<file path="config.mk">
export PLATFORM = sky130hd
export DESIGN_NAME = sprite_blitter
export DESIGN_NICKNAME = d
export VERILOG_FILES = /design/src/rtl/sprite_blitter.sv
export SDC_FILE = /design/constraint.sdc
export NUM_CORES = 1
export LEC_CHECK = 0
export BUFFER_PORTS_ARGS = -buffer_cell sky130_fd_sc_hd__buf_2
export CORE_ASPECT_RATIO = 1.25
export CORE_MARGIN = 10
export CORE_UTILIZATION = 60
export DETAILED_ROUTE_END_ITERATION = 16
export PLACE_DENSITY = 0.82
export SYNTH_ARGS = -nofsm -noshare
export SYNTH_HDL_FRONTEND = slang
export SYNTH_SLANG_ARGS = --single-unit
</file>
<file path="constraint.sdc">
create_clock -name clock -period 7.4 [get_ports clock]
set_input_delay 1.11 -clock clock [delete_from_list [all_inputs] [get_ports clock]]
set_output_delay 1.11 -clock clock [all_outputs]
set_load 0.005 [all_outputs]
</file>
<file path="src/rtl/sprite_blitter.sv">
// Sprite mover: erases the sprite's previous tile and draws its new one, one pixel per cycle.
// Define SPRITE_BLITTER_TRANSPARENT_EN so that zero shape bits are skipped instead of written as BG.
module sprite_blitter #(
    parameter int unsigned      SIZE  = 5,
    parameter int unsigned      X_W   = 8,
    parameter int unsigned      Y_W   = 7,
    parameter int unsigned      COL_W = 3,
    parameter logic [COL_W-1:0] BG    = '0
) (
    input  logic                 clock,
    input  logic                 reset_n,
    input  logic                 start,
    input  logic                 hide,
    input  logic [X_W-1:0]       tile_x,
    input  logic [Y_W-1:0]       tile_y,
    input  logic [SIZE*SIZE-1:0] shape,
    input  logic [COL_W-1:0]     colour,
    output logic                 plot,
    output logic [X_W-1:0]       x_out,
    output logic [Y_W-1:0]       y_out,
    output logic [COL_W-1:0]     col_out,
    output logic                 busy,
    output logic                 done
);
    localparam int unsigned NP = SIZE * SIZE;
    localparam int unsigned CW = $clog2(SIZE);
    localparam int unsigned IW = $clog2(NP);
    localparam logic [X_W-1:0] SIZE_X = X_W'(SIZE);
    localparam logic [Y_W-1:0] SIZE_Y = Y_W'(SIZE);

    typedef enum logic [1:0] {StIdle, StErase, StDraw, StDone} state_t;

    state_t           state_q;
    logic [CW-1:0]    row_q, col_q;
    logic             valid_q;
    logic [X_W-1:0]   prev_x_q, lat_x_q;
    logic [Y_W-1:0]   prev_y_q, lat_y_q;
    logic [NP-1:0]    lat_shape_q;
    logic [COL_W-1:0] lat_colour_q;
    logic             lat_hide_q;

    logic             col_last, scan_last;
    logic [IW-1:0]    pix_idx, bit_idx;
    logic             shape_bit;

    assign col_last  = (col_q == CW'(SIZE - 1));
    assign scan_last = col_last && (row_q == CW'(SIZE - 1));

    always_ff @(posedge clock) begin
        if (!reset_n) begin
            state_q      <= StIdle;
            row_q        <= '0;
            col_q        <= '0;
            valid_q      <= 1'b0;
            prev_x_q     <= '0;
            prev_y_q     <= '0;
            lat_x_q      <= '0;
            lat_y_q      <= '0;
            lat_shape_q  <= '0;
            lat_colour_q <= '0;
            lat_hide_q   <= 1'b0;
        end else begin
            unique case (state_q)
                StIdle: begin
                    if (start) begin
                        lat_x_q      <= tile_x;
                        lat_y_q      <= tile_y;
                        lat_shape_q  <= shape;
                        lat_colour_q <= colour;
                        lat_hide_q   <= hide;
                        if (valid_q)   state_q <= StErase;
                        else if (hide) state_q <= StDone;
                        else           state_q <= StDraw;
                    end
                end
                StErase, StDraw: begin
                    if (scan_last) begin
                        row_q   <= '0;
                        col_q   <= '0;
                        state_q <= (state_q == StErase && !lat_hide_q) ? StDraw : StDone;
                    end else if (col_last) begin
                        col_q <= '0;
                        row_q <= row_q + CW'(1);
                    end else begin
                        col_q <= col_q + CW'(1);
                    end
                end
                StDone: begin
                    if (lat_hide_q) begin
                        valid_q <= 1'b0;
                    end else begin
                        valid_q  <= 1'b1;
                        prev_x_q <= lat_x_q;
                        prev_y_q <= lat_y_q;
                    end
                    state_q <= StIdle;
                end
            endcase
        end
    end

    // Shape MSB is the top-left pixel, scanned row-major.
    assign pix_idx   = IW'(row_q) * IW'(SIZE) + IW'(col_q);
    assign bit_idx   = IW'(NP - 1) - pix_idx;
    assign shape_bit = lat_shape_q[bit_idx];

    always_comb begin
        plot    = 1'b0;
        x_out   = '0;
        y_out   = '0;
        col_out = BG;
        unique case (state_q)
            StErase: begin
                plot  = 1'b1;
                x_out = prev_x_q * SIZE_X + X_W'(col_q);
                y_out = prev_y_q * SIZE_Y + Y_W'(row_q);
            end
            StDraw: begin
`ifdef SPRITE_BLITTER_TRANSPARENT_EN
                plot    = shape_bit;
`else
                plot    = 1'b1;
`endif
                x_out   = lat_x_q * SIZE_X + X_W'(col_q);
                y_out   = lat_y_q * SIZE_Y + Y_W'(row_q);
                col_out = shape_bit ? lat_colour_q : BG;
            end
            default: ;
        endcase
    end

    assign busy = (state_q != StIdle);
    assign done = (state_q == StDone);

endmodule

</file>
# ---- Word level (Yosys, flattened, before mapping)
# Cells that the tools add are included.
dict set report word_totals {
  regBits 68
  in_bits 47
  out_inout_bits 21
}
dict set report op_classes {
  addsub 8
  mul 5
  n_lt_le_gt_ge 1
  eq_ne 7
  muxes 18
  bitwise_logic 1
  reduce_logical 11
}
# op count
set op_table {}
lappend op_table {{3-bit two-way mux} 6}
lappend op_table {{8-bit by 3-bit adder with 8-bit output} 2}
lappend op_table {{8-bit by 3-bit multiplier with 8-bit output (second input constant)} 2}
lappend op_table {{8-bit case mux with 2 select lines} 1}
lappend op_table {{7-bit by 3-bit adder with 7-bit output} 2}
lappend op_table {{7-bit by 3-bit multiplier with 7-bit output (second input constant)} 2}
lappend op_table {{7-bit case mux with 2 select lines} 1}
lappend op_table {{2-bit AND reduction} 4}
lappend op_table {{3-bit by 1-bit adder with 3-bit output (second input constant)} 2}
lappend op_table {{3-bit equality test (second input constant)} 2}
lappend op_table {{5-bit by 6-bit less-than comparator with 1-bit output (second input constant)} 1}
lappend op_table {{2-bit two-way mux} 3}
lappend op_table {{2-bit case mux with 3 select lines} 1}
lappend op_table {{5-bit by 3-bit adder with 5-bit output} 1}
lappend op_table {{1-bit binary-select mux with 5-bit select} 1}
lappend op_table {{3-bit by 3-bit multiplier with 5-bit output (second input constant)} 1}
lappend op_table {{1-bit two-way mux} 5}
lappend op_table {{5-bit subtractor (first input constant)} 1}
lappend op_table {{2-bit equality test (second input constant)} 2}
lappend op_table {{2-bit nonzero test} 2}
lappend op_table {{2-bit by 1-bit equality test with 1-bit output (second input constant)} 1}
lappend op_table {{1-bit logical AND} 2}
lappend op_table {{2-bit logical NOT} 1}
lappend op_table {{2-bit by 1-bit != test with 1-bit output (second input constant)} 1}
lappend op_table {{other kinds (4)} 4}

# ---- Depth between registers and ports, before layout
# Gate-level depths: netlist of the first run.
dict set report logic_depth {
  word_depth 7
  mapped_depth 11
}

# ---- Least setup slack after synthesis of the first run
# OpenSTA, ideal clock, no wires.
dict set report synth_path {
  path_type {register -> output}
  from {reg col_q[2]}
  to {out col_out[0]}
  arrival_time_ps 2435
  path_slack_ps 3855
  path_stages_with_launch 12
  n_path_buf 0
  path_cell_list {dfxtp_1 > ha_1 > inv_1 > fa_1 > ha_1 > inv_1 > fa_1 > nor4_1 > nand2_1 > o211ai_1 > o211a_1 > and2_1}
}
dict set report synth_between {
  elab_chain_len 6
}
# element line
set synth_rtl {}
lappend synth_rtl {{start, declared} 34} ;# logic [CW-1:0] row_q, col_q;
lappend synth_rtl {{start signal, assigned} 85} ;# col_q <= col_q + CW'(1);
lappend synth_rtl {{5-bit by 3-bit adder with 5-bit output} 103} ;# assign pix_idx = IW'(row_q) * IW'(SIZE) + IW'(col_q);
lappend synth_rtl {{5-bit subtractor} 104} ;# assign bit_idx = IW'(NP - 1) - pix_idx;
lappend synth_rtl {{1-bit binary-select mux with 5-bit select} 105} ;# assign shape_bit = lat_shape_q[bit_idx];
lappend synth_rtl {{1-bit two-way mux (implied by the code)} 105}
lappend synth_rtl {{3-bit two-way mux} 126} ;# col_out = shape_bit ? lat_colour_q : BG;
lappend synth_rtl {{3-bit two-way mux} 112} ;# unique case (state_q)
lappend synth_rtl {{end, declared} 21} ;# output logic [COL_W-1:0] col_out,
# No other way between the ends. The select of a mux whose other input is x is not followed.

# ---- Worst setup path after layout of the first run
dict set report layout_path {
  from {reg col_q[2]}
  to {out col_out[2]}
}
# The elaborated chain is that of the path after synthesis.

==> results_dict.tcl, run 1 <==
set metrics [dict create \
    synth_simple_gate_area_share_pct 16.3 \
    crit_family "adder cells" \
    synthesis.area_sq_um 4810 \
    tns_ns 0 \
    yosysMostFrequentCell "nand2_1" \
    yosys_warnings 0 \
    routabilityCongestion 0.862 \
    synth_cells 549 \
    clkLatencyLatePin_ns 0.35 \
    clk_pin_slew_worst_paths_ns 0.07 \
    num_antenna_cells 0 \
    vias_per_cell 5.62 \
    post_cts_resize_count 0 \
    die_h_microns 120 \
    grt_use_met2_pct 32.3 \
    synth_xor_area_share_pct 3.83 \
    track_usage_pct 18.2 \
    arrival_ns 3.18 \
    p_per_area_nw_per_um2 237 \
    clockBufferDepth 2 \
    synth_compound_area_share_pct 19.8 \
    die_x_microns 100 \
    yosys-top-cells-count "nand2_1, ha_1, dfxtp_1" \
    worst_setup_path_start_kind "flop" \
    synth_top_area_share_pct 28.3 \
    async_flop_share_pct 0 \
    synthAdderAreaFrac_pct 23.6 \
    hold_depth 2 \
    drive_above_1_share_pct 14.0 \
    worstSetupEndpointType "output pin" \
    worstPathMaxFanout 8 \
    initial_core_util_pct 61.7 \
    synth_top_family_by_area "adder cells" \
    grtUsageMet3_pct 4.76 \
    area_growth_pct 11.6 \
    finalCriticalPeriod_ns 4.29 \
    ios 68 \
    fin_skew_ns 0.00766 \
    cp_cell_sequence "ha_1 -> inv_1 -> fa_1 -> ha_1 -> mux4_1 -> mux2i_1 -> o211ai_1 -> o211a_1 -> and2_1 -> buf_2" \
    wl_mm 10.9 \
    critPathBufInv 2 \
    grt_pass1_vias 4091 \
    drc_errors 0 \
    cts_htree_levels 3 \
    worst_slew_pin_slew_ns 1.12 \
    final_cells 704 \
    reg2reg_depth 6 \
    globalRoute.busiestLayer "met2" \
    yosysSeqAreaShare_pct 28.3 \
    synth_mux_area_share_pct 4.32 \
    finalCritPeriodShare_pct 58.0 \
    cts.sinks 68 \
    register_area_sq_um 1360 \
    p_int_mw 0.777 \
    power_leakage_nw 2.57 \
    synth_nets 683 \
    crit_cells 10 \
    rsz0062_at_grt "false" \
    synth_ff_type "dfxtp_1" \
    p_clk_share_pct 23.3 \
    drv_cap 0 \
    first_pass_iters 4 \
    dp_cells 688 \
    synth_top_area_cell "dfxtp_1" \
    multi_input_comb_area_sq_um 3260 \
    globalRouteOverflowTotal 0 \
    grt_max_degree 69 \
    switchingPower_mw 0.494 \
    num-fill-cells 652 \
    syn_area_per_cell_sq_um 8.76 \
    cp_slowest_cell "dfxtp_1" \
    dpl.hpwl_mm 8.54 \
    cts_buffers 9 \
    hp-class "flop to flop" \
    post_drt_wl_per_cell_microns 15.4 \
    rows 36 \
    slew_headroom_pct 25.0 \
    cts_tree "built" \
    p_seq_share_pct 35.6 \
    slowest_delay_ns 0.46 \
    p_sw_share_pct 38.9 \
    cp_common_cell "ha_1" \
    peakVddDrop_v 0.000218 \
    synth-seq-cells 68 \
    synth_edf_count 0 \
    synthTopCellsByArea "dfxtp_1, ha_1, nand2_1, a21boi_0, mux4_1" \
    post_cts_buffers 0 \
    numPortBuffers 67 \
    setup_viol 0 \
    hold_buffers 0 \
    critPathKind "flop to output pin" \
    dieArea_sq_um 12000 \
    grtUsageMet1_pct 19.9 \
    required_ns 6.29 \
    vias 3956 \
    antenna_found_initial 0 \
    p_comb_share_pct 41.0 \
    core_sq_um 7790 \
    slew_violations 0 \
    outcome "finished, final reports clean" \
    fmax_mhz 233 \
    ant_nets 0 \
    synth_cell_types 41 \
    grt_pass1_wl_mm 18.1 \
    initialDrtViolationCount 150 \
    hold_violations 0 \
    cts_root_buf "clkbuf_8" \
    nets 738 \
]
[worst register-to-register path: stages, from the launching register on]
cell	delay [ns]
dfxtp_1	0.37
inv_1	0.11
ha_1	0.77
nand3_1	0.34
a211oi_1	0.33
a21oi_1	0.08
nor2b_1	0.11
[flip-flops by register name (all words and copies together) (netlist names), 2 cells and up]
signal and cells:
col_q 3, lat_colour_q 3, lat_shape_q 25, lat_x_q 8, lat_y_q 7, prev_x_q 8, prev_y_q 7, row_q 3
state_q 2
[layer usage]
| metal | share of wire [%] | routed length, microns |
|---|---|---|
| met1 | 42 | 4590 |
| met2 | 51 | 5570 |
| met3 | 4.2 | 461 |
| met4 | 2.2 | 244 |
| met5 | 0 | 0 |
[layout by cell type, fill, tap and decap left out, types with 12 or more instances in the layout]
cell type | Yosys | layout
a21boi_0 | 61 | 61
a21oi_1 | 12 | 12
and2_1 | 13 | 13
buf_2 | 0 | 67
dfxtp_1 | 68 | 68
ha_1 | 81 | 81
inv_1 | 23 | 23
nand2_1 | 128 | 128
nor2b_1 | 14 | 14
o21ai_0 | 15 | 15
xnor2_1 | 14 | 14
[final cells by class]
type | instances | area share, %
clock inverters | 7 | 1.26
multi-input cells | 433 | 60.7
inverters | 23 | 1.61
well taps | 95 | 2.21
clock buffers | 9 | 2.31
flip-flops and latches | 68 | 25.4
repair buffers | 69 | 6.53
[per-stage QoR]
| stage | power (mW) | instance area (sq um) | hold WS [ns] | setup slack, ns | utilization, % |
|---|---|---|---|---|---|
| 3_5_place_dp | 0.981 | 5170 | 0.456 | 3.48 | 66.4 |
| 6_report | 1.27 | 5370 | 0.462 | 3.11 | 68.9 |
| 3_3_place_gp | 0.951 | 5170 | 0.450 | 3.62 | 66.4 |
| 4_1_cts | 1.28 | 5370 | 0.465 | 3.09 | 68.9 |
| 5_1_grt | 1.37 | 5370 | 0.480 | 2.89 | 68.9 |
| 2_1_floorplan | 0.837 | 4810 | 0.439 | 3.86 | - |
[power groups by stage]
stage	Clock, mW	Sequential, mW	Combinational, mW
2_1_floorplan	0	0.448	0.389
3_3_place_gp	0	0.459	0.492
3_5_place_dp	0	0.461	0.520
4_1_cts	0.301	0.453	0.525
5_1_grt	0.317	0.459	0.589
6_report	0.297	0.453	0.522
[cells by family (layout without fill, tap and decap cells)]
family	after synthesis	after routing
flops	68	68
xor+xnor	21	21
compound gates	134	134
buf+inv	48	108
simple gates	180	180
fa+ha+maj	87	87
mux	11	11
[path summary, 6_finish.rpt]
check                              startpoint                     endpoint  slack (ns)
setup reg to reg      state_q[0]$_SDFFE_PN0P_        row_q[0]$_SDFFE_PN0P_        5.24
hold / removal    lat_shape_q[8]$_SDFFE_PN0P_  lat_shape_q[8]$_SDFFE_PN0P_        0.46
setup / recovery        col_q[2]$_SDFFE_PN0P_                   col_out[2]        3.11
hold reg to reg   lat_shape_q[8]$_SDFFE_PN0P_  lat_shape_q[8]$_SDFFE_PN0P_        0.46
(Power assumes the default switching activity.)
==> run 2, diff against run 1 <==
CORE_UTILIZATION = 58   (was 60)
PLACE_DENSITY = 0.8   (was 0.82)
clock period = 4.2 ns   (was 7.4 ns; I/O delays follow)
==> run 2 against run 1 <==
  * Die area increased by 2.8%
  * Clock skew is 0.0013 ns lower
  * Cell area up 0.44%
  * Largest cell class unchanged
  * Global-route usage fell by 0.42 points
  * Clock power up 90%
  * First-iteration DRC count is 19% higher
  * Setup slack worse by 2.8 ns
==> results_dict.tcl, run 2 (synthesis results as in run 1) <==
set metrics [dict create \
    vias 3973 \
    rows 37 \
    antenna_found_initial 0 \
    dieArea_sq_um 12400 \
    reg2reg_slack_ns 2.04 \
    slew_headroom_pct 25.5 \
    die_x_microns 101 \
    clockBufferDepth 2 \
    rsz0062_at_grt "false" \
    area_growth_pct 12.1 \
    switchingPower_mw 0.850 \
    p_comb_share_pct 39.9 \
    track_usage_pct 17.8 \
    drive_above_1_share_pct 13.8 \
    cts_htree_levels 3 \
    p_sw_share_pct 37.4 \
    dp_cells 690 \
    worstPathMaxFanout 8 \
    post_cts_buffers 0 \
    ios 68 \
    slew_violations 0 \
    fmax_mhz 260 \
    initial_core_util_pct 59.0 \
    die_h_microns 122 \
    finalCriticalPeriod_ns 3.85 \
    reg2reg_depth 6 \
    hold_violations 0 \
    worstSetupEndpointType "output pin" \
    first_pass_iters 4 \
    required_ns 3.57 \
    p_clk_share_pct 24.9 \
    cts_root_buf "clkbuf_8" \
    outcome "finished, final reports clean" \
    grt_pass1_vias 4100 \
    setup_viol 0 \
    hold_ws_ns 0.467 \
    layout_common_cells "nand2_1, ha_1, dfxtp_1, buf_2, a21boi_0" \
    holdPathEnd "lat_shape_q[10]$_SDFFE_PN0P_" \
    grt_pass1_wl_mm 18.1 \
    grt_max_degree 69 \
    globalRouteOverflowTotal 0 \
    wl_mm 10.7 \
    hold_depth 2 \
    p_per_area_nw_per_um2 421 \
    min-delay-start "lat_shape_q[10]$_SDFFE_PN0P_" \
    critPathKind "flop to output pin" \
    final_cells 706 \
    fin_util_pct 66.2 \
    post_drt_wl_per_cell_microns 15.2 \
    worst_setup_path_start_kind "flop" \
    regMostFlops "lat_shape_q" \
    core_sq_um 8150 \
    fin_skew_ns 0.00640 \
    drv_cap 0 \
    tns_ns 0 \
    p_seq_share_pct 35.2 \
    routabilityCongestion 0.861 \
    clk_pin_slew_worst_paths_ns 0.07 \
    ant_nets 0 \
    final_common_cell "nand2_1" \
    peakVddDrop_v 0.000351 \
    drc_errors 0 \
    vias_per_cell 5.63 \
    r2r_start "state_q[0]$_SDFFE_PN0P_" \
    finalCritPeriodShare_pct 91.7 \
    dpl.hpwl_mm 8.32 \
    cts.sinks 68 \
    largest_register_ffs 25 \
    largest_registers "lat_shape_q: 25 flops, lat_x_q: 8 flops, prev_x_q: 8 flops" \
    nets 738 \
    r2r_end "lat_shape_q[22]$_SDFFE_PN0P_" \
    initialDrtViolationCount 178 \
    cts_tree "built" \
    num_antenna_cells 0 \
    post_cts_resize_count 0 \
    worst_slew_pin_slew_ns 1.12 \
    p_int_mw 1.42 \
    arrival_ns 3.22 \
    numPortBuffers 67 \
    cts_buffers 9 \
    power_leakage_nw 2.59 \
    clkLatencyLatePin_ns 0.35 \
    hold_buffers 0 \
    finalPower_mw 2.27 \
    hp-class "flop to flop" \
]
==> run 2: cell types whose count changed in the layout (fill, tap and decap cells not counted), sizes merged <==
cell / delta
clkbuf: +4
clkinv: -1
clkinvlp: -3
==> run 2: area by class of cell <==
class / instances / area, sq um
sequential: 68 / 1360
fill: 668 / 2760
timing repair buffer: 69 / 350
clock inverter: 3 / 43.8
inverter: 23 / 86.3
tap: 97 / 121
clock buffer: 13 / 169
multi-input combinational: 433 / 3260
==> run 2: how the worst max path moves through the flow <==
| stage | startpoint | end | slack [ns] | cells after the start |
|---|---|---|---|---|
| floorplan | col_q[2]$_SDFFE_PN0P_ | col_out[0] | 1.14 | 11 |
| finish | col_q[2]$_SDFFE_PN0P_ | col_out[0] | 0.35 | 12 |
| global placement | col_q[2]$_SDFFE_PN0P_ | col_out[0] | 0.90 | 12 |
| global route | col_q[2]$_SDFFE_PN0P_ | col_out[0] | 0.11 | 12 |
| CTS | col_q[2]$_SDFFE_PN0P_ | col_out[0] | 0.34 | 12 |
| detailed placement | col_q[2]$_SDFFE_PN0P_ | col_out[0] | 0.73 | 12 |
==> run 2: power by group through the flow <==
stage	Sequential, mW	Clock, mW	Combinational, mW
after floorplan	0.789	0	0.685
after global placement	0.808	0	0.869
after detailed placement	0.813	0	0.900
after CTS	0.799	0.577	0.911
after global routing	0.810	0.600	1.02
final	0.799	0.565	0.907
==> run 2: layer usage <==
layer | global-route usage, % | vias to the layer above | part of all wire (%)
li1 | - | 2020 | -
met1 | 19.4 | 1867 | 42
met2 | 32.0 | 73 | 52
met3 | 4.87 | 13 | 4.5
met4 | 6.37 | 0 | 1.7
met5 | 0 | - | 0
==> run 2: worst max-delay path, cell delays in order (launching register included) <==
cell	delay, ns
dfxtp_1	0.46
ha_1	0.28
inv_1	0.07
fa_1	0.42
ha_1	0.22
inv_1	0.08
fa_1	0.43
nor4_1	0.23
nand2_1	0.10
o211ai_1	0.10
o211a_1	0.23
and2_1	0.14
buf_2	0.11
==> run 2: per-stage QoR <==
step                      worst slack (ns)  area [sq um]
after floorplan                       1.14          4810
after global placement               0.900          5180
after detailed placement             0.726          5180
after CTS                            0.343          5390
after global routing                 0.110          5390
final                                0.347          5390
